`src/rtl/uart_tx_param.sv`:
```
// uart_tx_param: parametrised UART serialiser (start, DATA_BITS LSB first, optional parity, 1-2 stop bits)
module uart_tx_param #(
  parameter int CLKS_PER_BIT = 290,
  parameter int DATA_BITS    = 8,
  parameter int PARITY_MODE  = 0,
  parameter int STOP_BITS    = 1
) (
  input  logic                 clk,
  input  logic                 rst,
  input  logic [DATA_BITS-1:0] tx_data,
  input  logic                 tx_valid,
  output logic                 tx_ready,
  output logic                 tx_busy,
  output logic                 tx_done,
  output logic                 TxD
);
  localparam int CW = $clog2(CLKS_PER_BIT);
  localparam int IW = $clog2(DATA_BITS);
  localparam logic [CW-1:0] CNT_MAX = CW'(CLKS_PER_BIT - 1);
  localparam logic [IW-1:0] IDX_MAX = IW'(DATA_BITS - 1);
  localparam logic          STOP_MAX = 1'(STOP_BITS - 1);
  if (CLKS_PER_BIT < 2 || DATA_BITS < 5 || DATA_BITS > 9 || PARITY_MODE < 0 || PARITY_MODE > 2 ||
      STOP_BITS < 1 || STOP_BITS > 2) begin : g_bad_param
    $error("uart_tx_param: illegal parameter value");
  end
  typedef enum logic [2:0] {IDLE, START, DATA, PARITY, STOP} state_t;
  state_t               state, state_n;
  logic [CW-1:0]        cnt, cnt_n;
  logic [IW-1:0]        idx, idx_n;
  logic                 sidx, sidx_n;
  logic [DATA_BITS-1:0] shift, shift_n;
  logic                 par, par_n;
  logic                 txd_n, ready_n, busy_n, done_n;
  logic                 bit_tick, accept;
  assign bit_tick = cnt == CNT_MAX;
  assign accept   = tx_valid & tx_ready;
  always_comb begin
    state_n = state;
    cnt_n   = bit_tick ? '0 : cnt + 1'b1;
    idx_n   = idx;
    sidx_n  = sidx;
    shift_n = shift;
    par_n   = par;
    done_n  = 1'b0;
    case (state)
      IDLE: begin
        cnt_n = '0;
        if (accept) begin
          state_n = START;
          shift_n = tx_data;
          par_n   = PARITY_MODE == 1 ? ~^tx_data : ^tx_data;
        end
      end
      START: if (bit_tick) begin
        state_n = DATA;
        idx_n   = '0;
      end
      DATA: if (bit_tick) begin
        shift_n = shift >> 1;
        idx_n   = idx == IDX_MAX ? '0 : idx + 1'b1;
        if (idx == IDX_MAX) begin
          state_n = PARITY_MODE != 0 ? PARITY : STOP;
          sidx_n  = 1'b0;
        end
      end
      PARITY: if (bit_tick) begin
        state_n = STOP;
        sidx_n  = 1'b0;
      end
      STOP: if (bit_tick) begin
        state_n = sidx == STOP_MAX ? IDLE : STOP;
        done_n  = sidx == STOP_MAX;
        sidx_n  = 1'b1;
      end
      default: state_n = IDLE;
    endcase
    // Outputs are registered, so they are derived from the next state.
    txd_n   = state_n == START  ? 1'b0 :
              state_n == DATA   ? shift_n[0] :
              state_n == PARITY ? par_n : 1'b1;
    ready_n = state_n == IDLE;
    busy_n  = state_n != IDLE;
  end
  always_ff @(posedge clk) begin
    if (rst) begin
      state    <= IDLE;
      cnt      <= '0;
      idx      <= '0;
      sidx     <= 1'b0;
      shift    <= '0;
      par      <= 1'b0;
      TxD      <= 1'b1;
      tx_ready <= 1'b1;
      tx_busy  <= 1'b0;
      tx_done  <= 1'b0;
    end else begin
      state    <= state_n;
      cnt      <= cnt_n;
      idx      <= idx_n;
      sidx     <= sidx_n;
      shift    <= shift_n;
      par      <= par_n;
      TxD      <= txd_n;
      tx_ready <= ready_n;
      tx_busy  <= busy_n;
      tx_done  <= done_n;
    end
  end
endmodule

```
`config.mk`:
```
export PLATFORM = sky130hd
export DESIGN_NAME = uart_tx_param
export DESIGN_NICKNAME = d
export VERILOG_FILES = /design/src/rtl/uart_tx_param.sv
export SDC_FILE = /design/constraint.sdc
export NUM_CORES = 1
export LEC_CHECK = 0
export ABC_AREA = 1
export BUFFER_PORTS_ARGS = -buffer_cell sky130_fd_sc_hd__clkbuf_2
export CAP_MARGIN = 20
export CORE_UTILIZATION = 40
export DETAILED_ROUTE_END_ITERATION = 6
export GPL_ROUTABILITY_DRIVEN = 0
export GPL_TIMING_DRIVEN = 0
export PLACE_DENSITY = 0.62
export SYNTH_ARGS = -nofsm -noshare
export SYNTH_HDL_FRONTEND = slang
export SYNTH_SLANG_ARGS = --single-unit
```
`constraint.sdc`:
```
create_clock -name clk -period 1.4 [get_ports clk]
set_input_delay 0.07 -clock clk [delete_from_list [all_inputs] [get_ports clk]]
set_output_delay 0.07 -clock clk [all_outputs]
set_load 0.01 [all_outputs]
```
==> qor.yml, run 1 <==
status: "finished with violations"
violations: "setup timing"
hold_viol_final: 0
cp-startpoint: "cnt[1]$_SDFF_PP0_"
antennaDiodeCount: 0
rsz0062_at_grt: "yes"
hold_path.startpoint: "rst"
routed_wirelength_um: 2647
via_count: 1274
cell_internal_pwr_mw: 1.289
fin_util_pct: 53.22
synth_area_mm2: 0.001474
maxCapViolCount: 0
rows: 21
slew_headroom_pct: 62.16
grt_usage_pct: 14.94
crit_type: "reg -> reg"
grt_max_degree: 11
switching_power_mw: 0.4487
ys_types: 25
fill_cells: 326
coreArea_mm2: 0.003442
hold-worst-slack_ps: 7.184
crit_top_cell: "nand2_4"
cts_buffers: 5
preCtsSetupSlack_ps: -32.31
p_seq_share_pct: 50.6
drtPass1Iterations: 4
root_buffer: "clkbuf_8"
finClkSkew_ps: 8.563
overflow: 0
post_route_cells_drive_above_1_share_pct: 32.48
grt_pass1_wl_um: 4636
fmax_mhz: 706.6
crit_fanout: 6
clk_latency_ps: 270
synthCells: 209
powerDensity_mw_per_mm2: 948.7
ant_nets: 0
worstSetupEndpointType: "register"
drc_errors: 0
pwr-share-comb_pct: 12.6
yosysWarnings: 0
clkPwrFrac_pct: 36.8
initial_core_util_pct: 42.82
syn_nets: 224
crit_path_cell_trace: "inv_2 > ha_4 > nand2_4 > nor2_4 > nand2_4 > inv_6 > nand2_4 > nand2_2 > nand3_2 > nand2_2 > nand3_1"
fp.dieH_um: 62.70
ir_drop_mv: 0.6215
final_nets: 248
port-buffer-count: 14
ios: 15
clock_sinks: 29
cts_max_path_buffers: 2
dp_hpwl_um: 1960
switching_share_pct: 25.82
routed_via_density: 4.550
antenna_found_initial: 0
drt_iter0_markers: 57
cpMaxStageDelayCell: "dfxtp_4"
cts_tree: "built"
htreeDepth: 2
setup_ws_ps: -15.24
syn_area_per_cell_um2: 7.052
worst-r2r-setup-slack_ps: -20
cts.reportedPaths.clkPinSlew_ps: 60
dieArea_mm2: 0.003931
grt_pass1_vias: 1145
finalCriticalPeriod_ps: 1415
hold_class: "in -> reg"
tightest_slew_ps: 567.6
cpPeakStageDelay_ps: 360
timing.final.crit_share_pct: 101.1
die_w_um: 62.70
cp-start-kind: "register"
ys_ff_latch: 29
crit_required_ps: 1560
fin_tns_setup_ps: -20.98
ys_seq_area_share_pct: 39.39
p_leak_nw: 0.8536
routedWlPerCell_um: 9.454
cp_data_arrival_time_ps: 1580
syn_to_final_growth_pct: 24.28
r2r-start: "cnt[1]$_SDFF_PP0_"
final-setup-viol-count: 2
finalMaxSlewViolations: 0
## cell usage after synthesis, drive strengths merged
cell    count  area share [%]
nor2       23             7.7
dfxtp      29              39
xnor2       1            0.59
nand3      17             6.8
a22oi       6             3.1
o21ai       6             2.5
a21oi      15             5.1
inv        35             9.3
nand2      62              17
nor3        4             1.4
clkbuf      1            0.25
nand4       1            0.85
nor3b       1            0.51
or2         2            0.85
ha          4             3.4
xor2        2             1.2
## critical path, delay by kind of cell, from the launching register on
kind	cells	cell delay, ps
adders and majority gates	1	130
DFF	1	360
and+or+nand+nor	8	650
buffers and inverters	2	160
## area by class of cell
cell class	count	area (um2)	area share [%]
well taps	46	57.56	3.142
inverters	35	143.9	7.855
plain buffers	1	3.754	0.2049
multi-input cells	144	864.6	47.20
repair inverters	1	5.005	0.2732
flip-flops and latches	29	589.3	32.17
clock buffers	6	72.57	3.962
repair buffers	16	85.08	4.645
clock inverters	2	10.01	0.5464
## sequential cells by signal (all words and copies together) (netlist names)
signal / cells
state: 3
shift: 8
par: 1
tx_done: 1
idx: 3
tx_busy: 1
cnt: 9
TxD: 1
sidx: 1
tx_ready: 1
## cells by family after synthesis
group | Yosys count | synth area share [%]
xor+xnor | 3 | 1.783
simple gates | 110 | 35.23
buf+inv | 36 | 9.508
compound gates | 27 | 10.70
fa+ha+maj | 4 | 3.396
flops | 29 | 39.39
## cells in the final DEF (no fill, tap or decap)
cell type,instances
nor2_2,3
inv_2,7
o21ai_1,2
dfxtp_1,26
a21oi_1,10
nand3_4,2
ha_1,1
dfxtp_4,2
inv_1,25
or2_2,1
nand3_1,13
nor3_1,4
a21oi_2,5
inv_6,1
ha_2,1
a22oi_1,6
o21ai_2,2
buf_4,2
nand4_2,1
clkinv_4,1
nand2_4,3
clkinv_2,3
nand3_2,2
nor3b_1,1
clkbuf_8,5
inv_4,1
ha_4,2
o21ai_0,2
clkbuf_1,2
xor2_1,2
xnor2_1,1
nand2_2,13
nor2_1,16
dfxtp_2,1
clkbuf_2,14
nor2_4,4
or2_1,1
nand2_1,46
## power by group through the flow
stage | sequential (mW) | combinational, mW | clock, mW
final | 0.879 | 0.219 | 0.640
after detailed placement | 0.894 | 0.196 | 0
after global routing | 0.883 | 0.252 | 0.713
after floorplan | 0.895 | 0.135 | 0
after CTS | 0.876 | 0.199 | 0.671
after global placement | 0.893 | 0.195 | 0
## per-layer routing
metal  track usage [%]  up-vias  wire (um)
met4             7.849        0         33
met3             3.832        2         55
li1                  -      710          -
met1             17.87      554       1288
met2             24.46        8       1269
met5                 0        -          0
## what timing repair did
item                                    4_1_cts  5_1_grt
cloned                                        0        1
endpoints found under the setup margin       10       21
buffers inserted                              0        2
hold buffers                                  0        0
hold endpoints to repair                      0        0
pin swaps                                     0       19
gates resized for setup                       5       35
## per-stage QoR
step	power, mW	instance area, um2	std cells
6_report	1.738	1832	280
5_1_grt	1.848	1832	280
4_1_cts	1.746	1694	277
3_5_place_dp	1.091	1602	269
3_3_place_gp	1.088	1602	269
2_1_floorplan	1.031	1474	209
## worst paths after layout
path | to | cells after the start
hold / removal | shift[1]$_SDFFE_PP0P_ | 2
setup / recovery | tx_busy$_SDFF_PP0_ | 11
setup reg to reg | tx_busy$_SDFF_PP0_ | 11
hold reg to reg | shift[1]$_SDFFE_PP0P_ | 2
No activity file was read; power rests on OpenSTA's default activity.
==> run 2: changes to the inputs <==
CORE_ASPECT_RATIO = 0.5   (was unset)
==> qor.yml, run 2 (same netlist as run 1, synthesis figures left out) <==
status: "finished with violations"
violations: "setup timing"
drt_iter0_markers: 61
cpPeakStageDelay_ps: 330
clk_latency_ps: 270
powerDensity_mw_per_mm2: 1012
tightest_slew_ps: 450.9
fin_util_pct: 51.93
clock_sinks: 29
drc_errors: 0
ios: 15
dpl.cell_count: 274
cts.reportedPaths.clkPinSlew_ps: 60
drtPass1Iterations: 5
htreeDepth: 2
overflow: 0
stdcell_count: 286
biggestRegsByFlops: "cnt: 9 flops, shift: 8 flops"
die_w_um: 87.85
cts_tree: "built"
routed_wirelength_um: 2967
ant_nets: 0
crit_fanout: 6
final_nets: 249
hold-worst-slack_ps: 22.37
crit_type: "reg -> reg"
hold_class: "in -> reg"
ir_drop_mv: 0.4968
grt_pass1_vias: 1122
rows: 15
min_path_cells: 2
routedWlPerCell_um: 10.37
timing.final.crit_share_pct: 101.1
fp.dieH_um: 44.93
cp_data_arrival_time_ps: 1590
reg2reg_depth: 11
port-buffer-count: 14
hold_end: "shift[1]$_SDFFE_PP0P_"
cts_max_path_buffers: 2
setup_ws_ps: -14.88
crit_required_ps: 1570
maxCapViolCount: 0
final-setup-viol-count: 3
r2r-start: "cnt[1]$_SDFF_PP0_"
layout_commonest_cell: "nand2_1"
p_leak_nw: 0.8642
top_register: "cnt"
antenna_found_initial: 0
via_count: 1320
layout_common_cells: "nand2_1 (52), dfxtp_1 (26), inv_1 (25)"
worst-r2r-setup-slack_ps: -10
dieArea_mm2: 0.003946
cts_buffers: 5
cpMaxStageDelayCell: "dfxtp_2"
largest_reg_flops: 9
fill_cells: 337
fmax_mhz: 706.8
grt_max_degree: 11
initial_core_util_pct: 42.45
crit_path_cell_trace: "inv_2 > ha_2 > nand2_2 > nor2_4 > nand2_4 > inv_6 > nand3_1 > nand3_2 > nand2_2 > inv_2 > nor2_2"
cp-start-kind: "register"
rsz0062_at_grt: "yes"
finalMaxSlewViolations: 0
post_route_cells_drive_above_1_share_pct: 28.94
fin_tns_setup_ps: -18.75
cts_hold_buf: 0
preCtsSetupSlack_ps: -53.10
grt_pass1_wl_um: 4643
worstSetupEndpointType: "register"
syn_to_final_growth_pct: 22.33
r2r_end: "tx_ready$_SDFF_PP1_"
antennaDiodeCount: 0
finalCriticalPeriod_ps: 1415
slew_headroom_pct: 69.94
dp_hpwl_um: 2100
routed_via_density: 4.615
hold_path.startpoint: "rst"
finClkSkew_ps: 5.752
grt_usage_pct: 15.50
hold_viol_final: 0
coreArea_mm2: 0.003472
root_buffer: "clkbuf_8"
==> run 2: cell types whose count changed in the layout (fill, tap and decap cells not counted), sizes merged <==
cell,change
buf,+2
clkinv,-2
clkbuf,+1
==> run 2: area by class of cell <==
class                   count  area, um2  share of cell area [%]
inverters                  35      143.9                   7.981
flip-flops and latches     29      584.3                   32.41
clock buffers               7      96.34                   5.344
multi-input cells         144      805.8                   44.69
clock inverters             1      5.005                  0.2776
plain buffers               1      3.754                  0.2082
repair buffers             18      100.1                   5.552
well taps                  51      63.81                   3.539
==> run 2: report_power, final <==
| group | total [mW] | leakage (nW) | internal (mW) | switching, mW |
|---|---|---|---|---|
| registers | 0.876 | 0.237 | 0.860 | 0.0167 |
| clock network | 0.741 | 0.0542 | 0.443 | 0.298 |
| logic | 0.207 | 0.572 | 0.0822 | 0.125 |
==> run 2: timing repair <==
item,in CTS,in global routing
pin swaps,1,5
cloned,0,0
buffers inserted,2,2
resized for setup,8,16
endpoints found under the setup margin,13,21
==> run 2: routing by layer <==
layer / global-route usage [%] / up-vias / share of wire [%]
met1: 18.09 / 589 / 46
met3: 4.936 / 2 / 3.3
met4: 3.934 / 0 / 0.47
li1: - / 708 / -
met5: 0 / - / 0
met2: 28.22 / 21 / 50
==> run 2: worst max-delay path by stage <==
| stage | start | endpoint | slack [ps] |
|---|---|---|---|
| 2_1_floorplan | cnt[0]$_SDFF_PP0_ | cnt[8]$_SDFF_PP0_ | 90 |
| 3_3_place_gp | cnt[0]$_SDFF_PP0_ | cnt[8]$_SDFF_PP0_ | -10 |
| 3_5_place_dp | cnt[0]$_SDFF_PP0_ | cnt[8]$_SDFF_PP0_ | -50 |
| 4_1_cts | cnt[1]$_SDFF_PP0_ | tx_ready$_SDFF_PP1_ | -0.2 |
| 5_1_grt | cnt[0]$_SDFF_PP0_ | cnt[8]$_SDFF_PP0_ | -130 |
| 6_report | cnt[1]$_SDFF_PP0_ | tx_ready$_SDFF_PP1_ | -10 |
==> run 2: worst max-delay path: cells and delay by family (launching register included) <==
kind	cells	cell delay, ps
buffers and inverters	3	200
and+or+nand+nor	7	620
adders and majority gates	1	150
DFF	1	330
==> run 2: through the flow <==
stage	power (mW)	area, um2
after floorplan	1.031	1474
final	1.825	1803
after CTS	1.841	1744
after global routing	1.916	1803
after detailed placement	1.091	1608
after global placement	1.085	1608
==> run 3: changes to the inputs <==
SETUP_SLACK_MARGIN = 0.3   (was unset)
TNS_END_PERCENT = 50   (was unset)
==> qor.yml, run 3 (same netlist as run 1, synthesis figures left out) <==
grt_pass1_wl_um: 4588
syn_to_final_growth_pct: 20.03
coreArea_mm2: 0.003472
p_leak_nw: 0.8384
routedWlPerCell_um: 9.723
top_register: "cnt"
ios: 15
worst-r2r-setup-slack_ps: 20
dp_hpwl_um: 2080
crit_path_cell_trace: "inv_2 > ha_2 > nand2_2 > nor2_4 > nand2_4 > inv_6 > nand2_4 > nand2_2 > nand3_2 > nand2_2 > nand3_1"
initial_core_util_pct: 42.45
root_buffer: "clkbuf_8"
cts_buffers: 5
dpl_cell_area_mm2: 0.001630
powerDensity_mw_per_mm2: 970.8
r2r-start: "cnt[1]$_SDFF_PP0_"
cts.reportedPaths.clkPinSlew_ps: 60
antennaDiodeCount: 0
cpMaxStageDelayCell: "dfxtp_2"
grt_usage_pct: 15.60
min_path_cells: 2
slew_headroom_pct: 69.39
overflow: 0
final_nets: 248
fp.dieH_um: 44.93
crit_family: "simple AND/OR/NAND/NOR gates"
htreeDepth: 2
ant_nets: 0
routed_via_density: 4.642
post_route_cells_drive_above_1_share_pct: 28.21
clk_latency_ps: 270
worstSetupEndpointType: "register"
timing.final.crit_share_pct: 98.43
maxCapViolCount: 0
dieArea_mm2: 0.003946
final-setup-viol-count: 0
r2r_end: "tx_busy$_SDFF_PP0_"
grt.met1_usage_pct: 17.45
grt_pass1_vias: 1134
cts_max_path_buffers: 2
via_count: 1323
rows: 15
ir_drop_mv: 0.3388
hold_class: "in -> reg"
status: "complete, no violations"
fin_area_mm2: 0.001769
clock_sinks: 29
biggestRegsByFlops: "cnt: 9 flops, shift: 8 flops"
finalMaxSlewViolations: 0
port-buffer-count: 14
worst-path-buf-inv: 2
die_w_um: 87.85
crit_top_cell: "nand2_2"
crit_required_ps: 1560
hold_path.startpoint: "rst"
cts_tree: "built"
drc_errors: 0
drt_iter0_markers: 41
rsz0062_at_grt: "yes"
power.total_mw: 1.718
hold_viol_final: 0
reg2reg_depth: 11
cts_hold_buf: 0
crit_type: "reg -> reg"
fill_cells: 348
grt_busiest_layer: "met2"
cp-startpoint: "cnt[1]$_SDFF_PP0_"
grtUsageMet2_pct: 28.06
hold_end: "shift[1]$_SDFFE_PP0P_"
fmax_mhz: 725.7
layout_common_cells: "nand2_1 (51), dfxtp_1 (27), inv_1 (25)"
cp_data_arrival_time_ps: 1540
largest_reg_flops: 9
finalCriticalPeriod_ps: 1378
tightest_slew_ps: 459.2
cpPeakStageDelay_ps: 330
drtPass1Iterations: 4
cp-start-kind: "register"
crit_fanout: 6
layout_commonest_cell: "nand2_1"
finClkSkew_ps: 2.151
grt_max_degree: 11
antenna_found_initial: 0
routed_wirelength_um: 2771
grtUsageMet3_pct: 5.484
## run 3: changes by cell type in the layout (fill, tap and decap cells not counted), sizes merged
| cell | before | now |
|---|---|---|
| clkbuf | 22 | 23 |
| buf | 4 | 3 |
| clkinv | 2 | 1 |
## run 3: per-layer routing
layer  wire length [um]  vias up
met5                  0        -
met4                 32        0
met3                 92        4
met2               1309       15
met1               1336      597
li1                   -      707
## run 3: layout make-up
type / count / area (um2) / area share [%]
multi-input cells: 144 / 802.0 / 45.33
flip-flops and latches: 29 / 583.1 / 32.96
inverters: 35 / 143.9 / 8.133
repair buffers: 17 / 92.59 / 5.233
clock buffers: 8 / 80.08 / 4.526
well taps: 51 / 63.81 / 3.607
plain buffers: 1 / 3.754 / 0.2122
## run 3: how the worst max path moves through the flow
stage | to | slack (ps) | cells after the start
after floorplan | cnt[8]$_SDFF_PP0_ | 110 | 10
after global placement | cnt[8]$_SDFF_PP0_ | 30 | 10
after detailed placement | TxD$_SDFF_PP1_ | -0.9 | 10
after CTS | cnt[8]$_SDFF_PP0_ | 10 | 10
after global routing | cnt[8]$_SDFF_PP0_ | -70 | 10
final | tx_busy$_SDFF_PP0_ | 20 | 11
## run 3: stage by stage
stage                     std cells  util [%]  setup WS [ps]  hold slack (ps)  setup TNS [ps]
after floorplan                 209         -          112.9            139.1               0
after global placement          274     46.96          28.01            302.7               0
after detailed placement        274     46.96        -0.8865            301.0         -0.8865
after CTS                       285     50.56          11.85            8.201               0
after global routing            285     50.96         -73.47            19.72          -728.5
final                           285     50.96          21.98            15.45               0
## run 3: worst reg2reg max path: stages, from the launching register on
cell	delay, ps
dfxtp_2	330
inv_2	40
ha_2	170
nand2_2	60
nor2_4	160
nand2_4	100
inv_6	100
nand2_4	50
nand2_2	50
nand3_2	60
nand2_2	70
nand3_1	70
## run 3: timing repair
item / 4_1_cts / 5_1_grt
gates resized for setup: 9 / 6
pin swaps: 3 / 2
setup buffers: 3 / 0
setup endpoints to repair: 29 / 29
## run 3: power breakdown
part / switching (mW) / internal (mW)
clock network: 0.280 / 0.352
logic: 0.126 / 0.0819
registers: 0.0173 / 0.860
total: 0.424 / 1.29
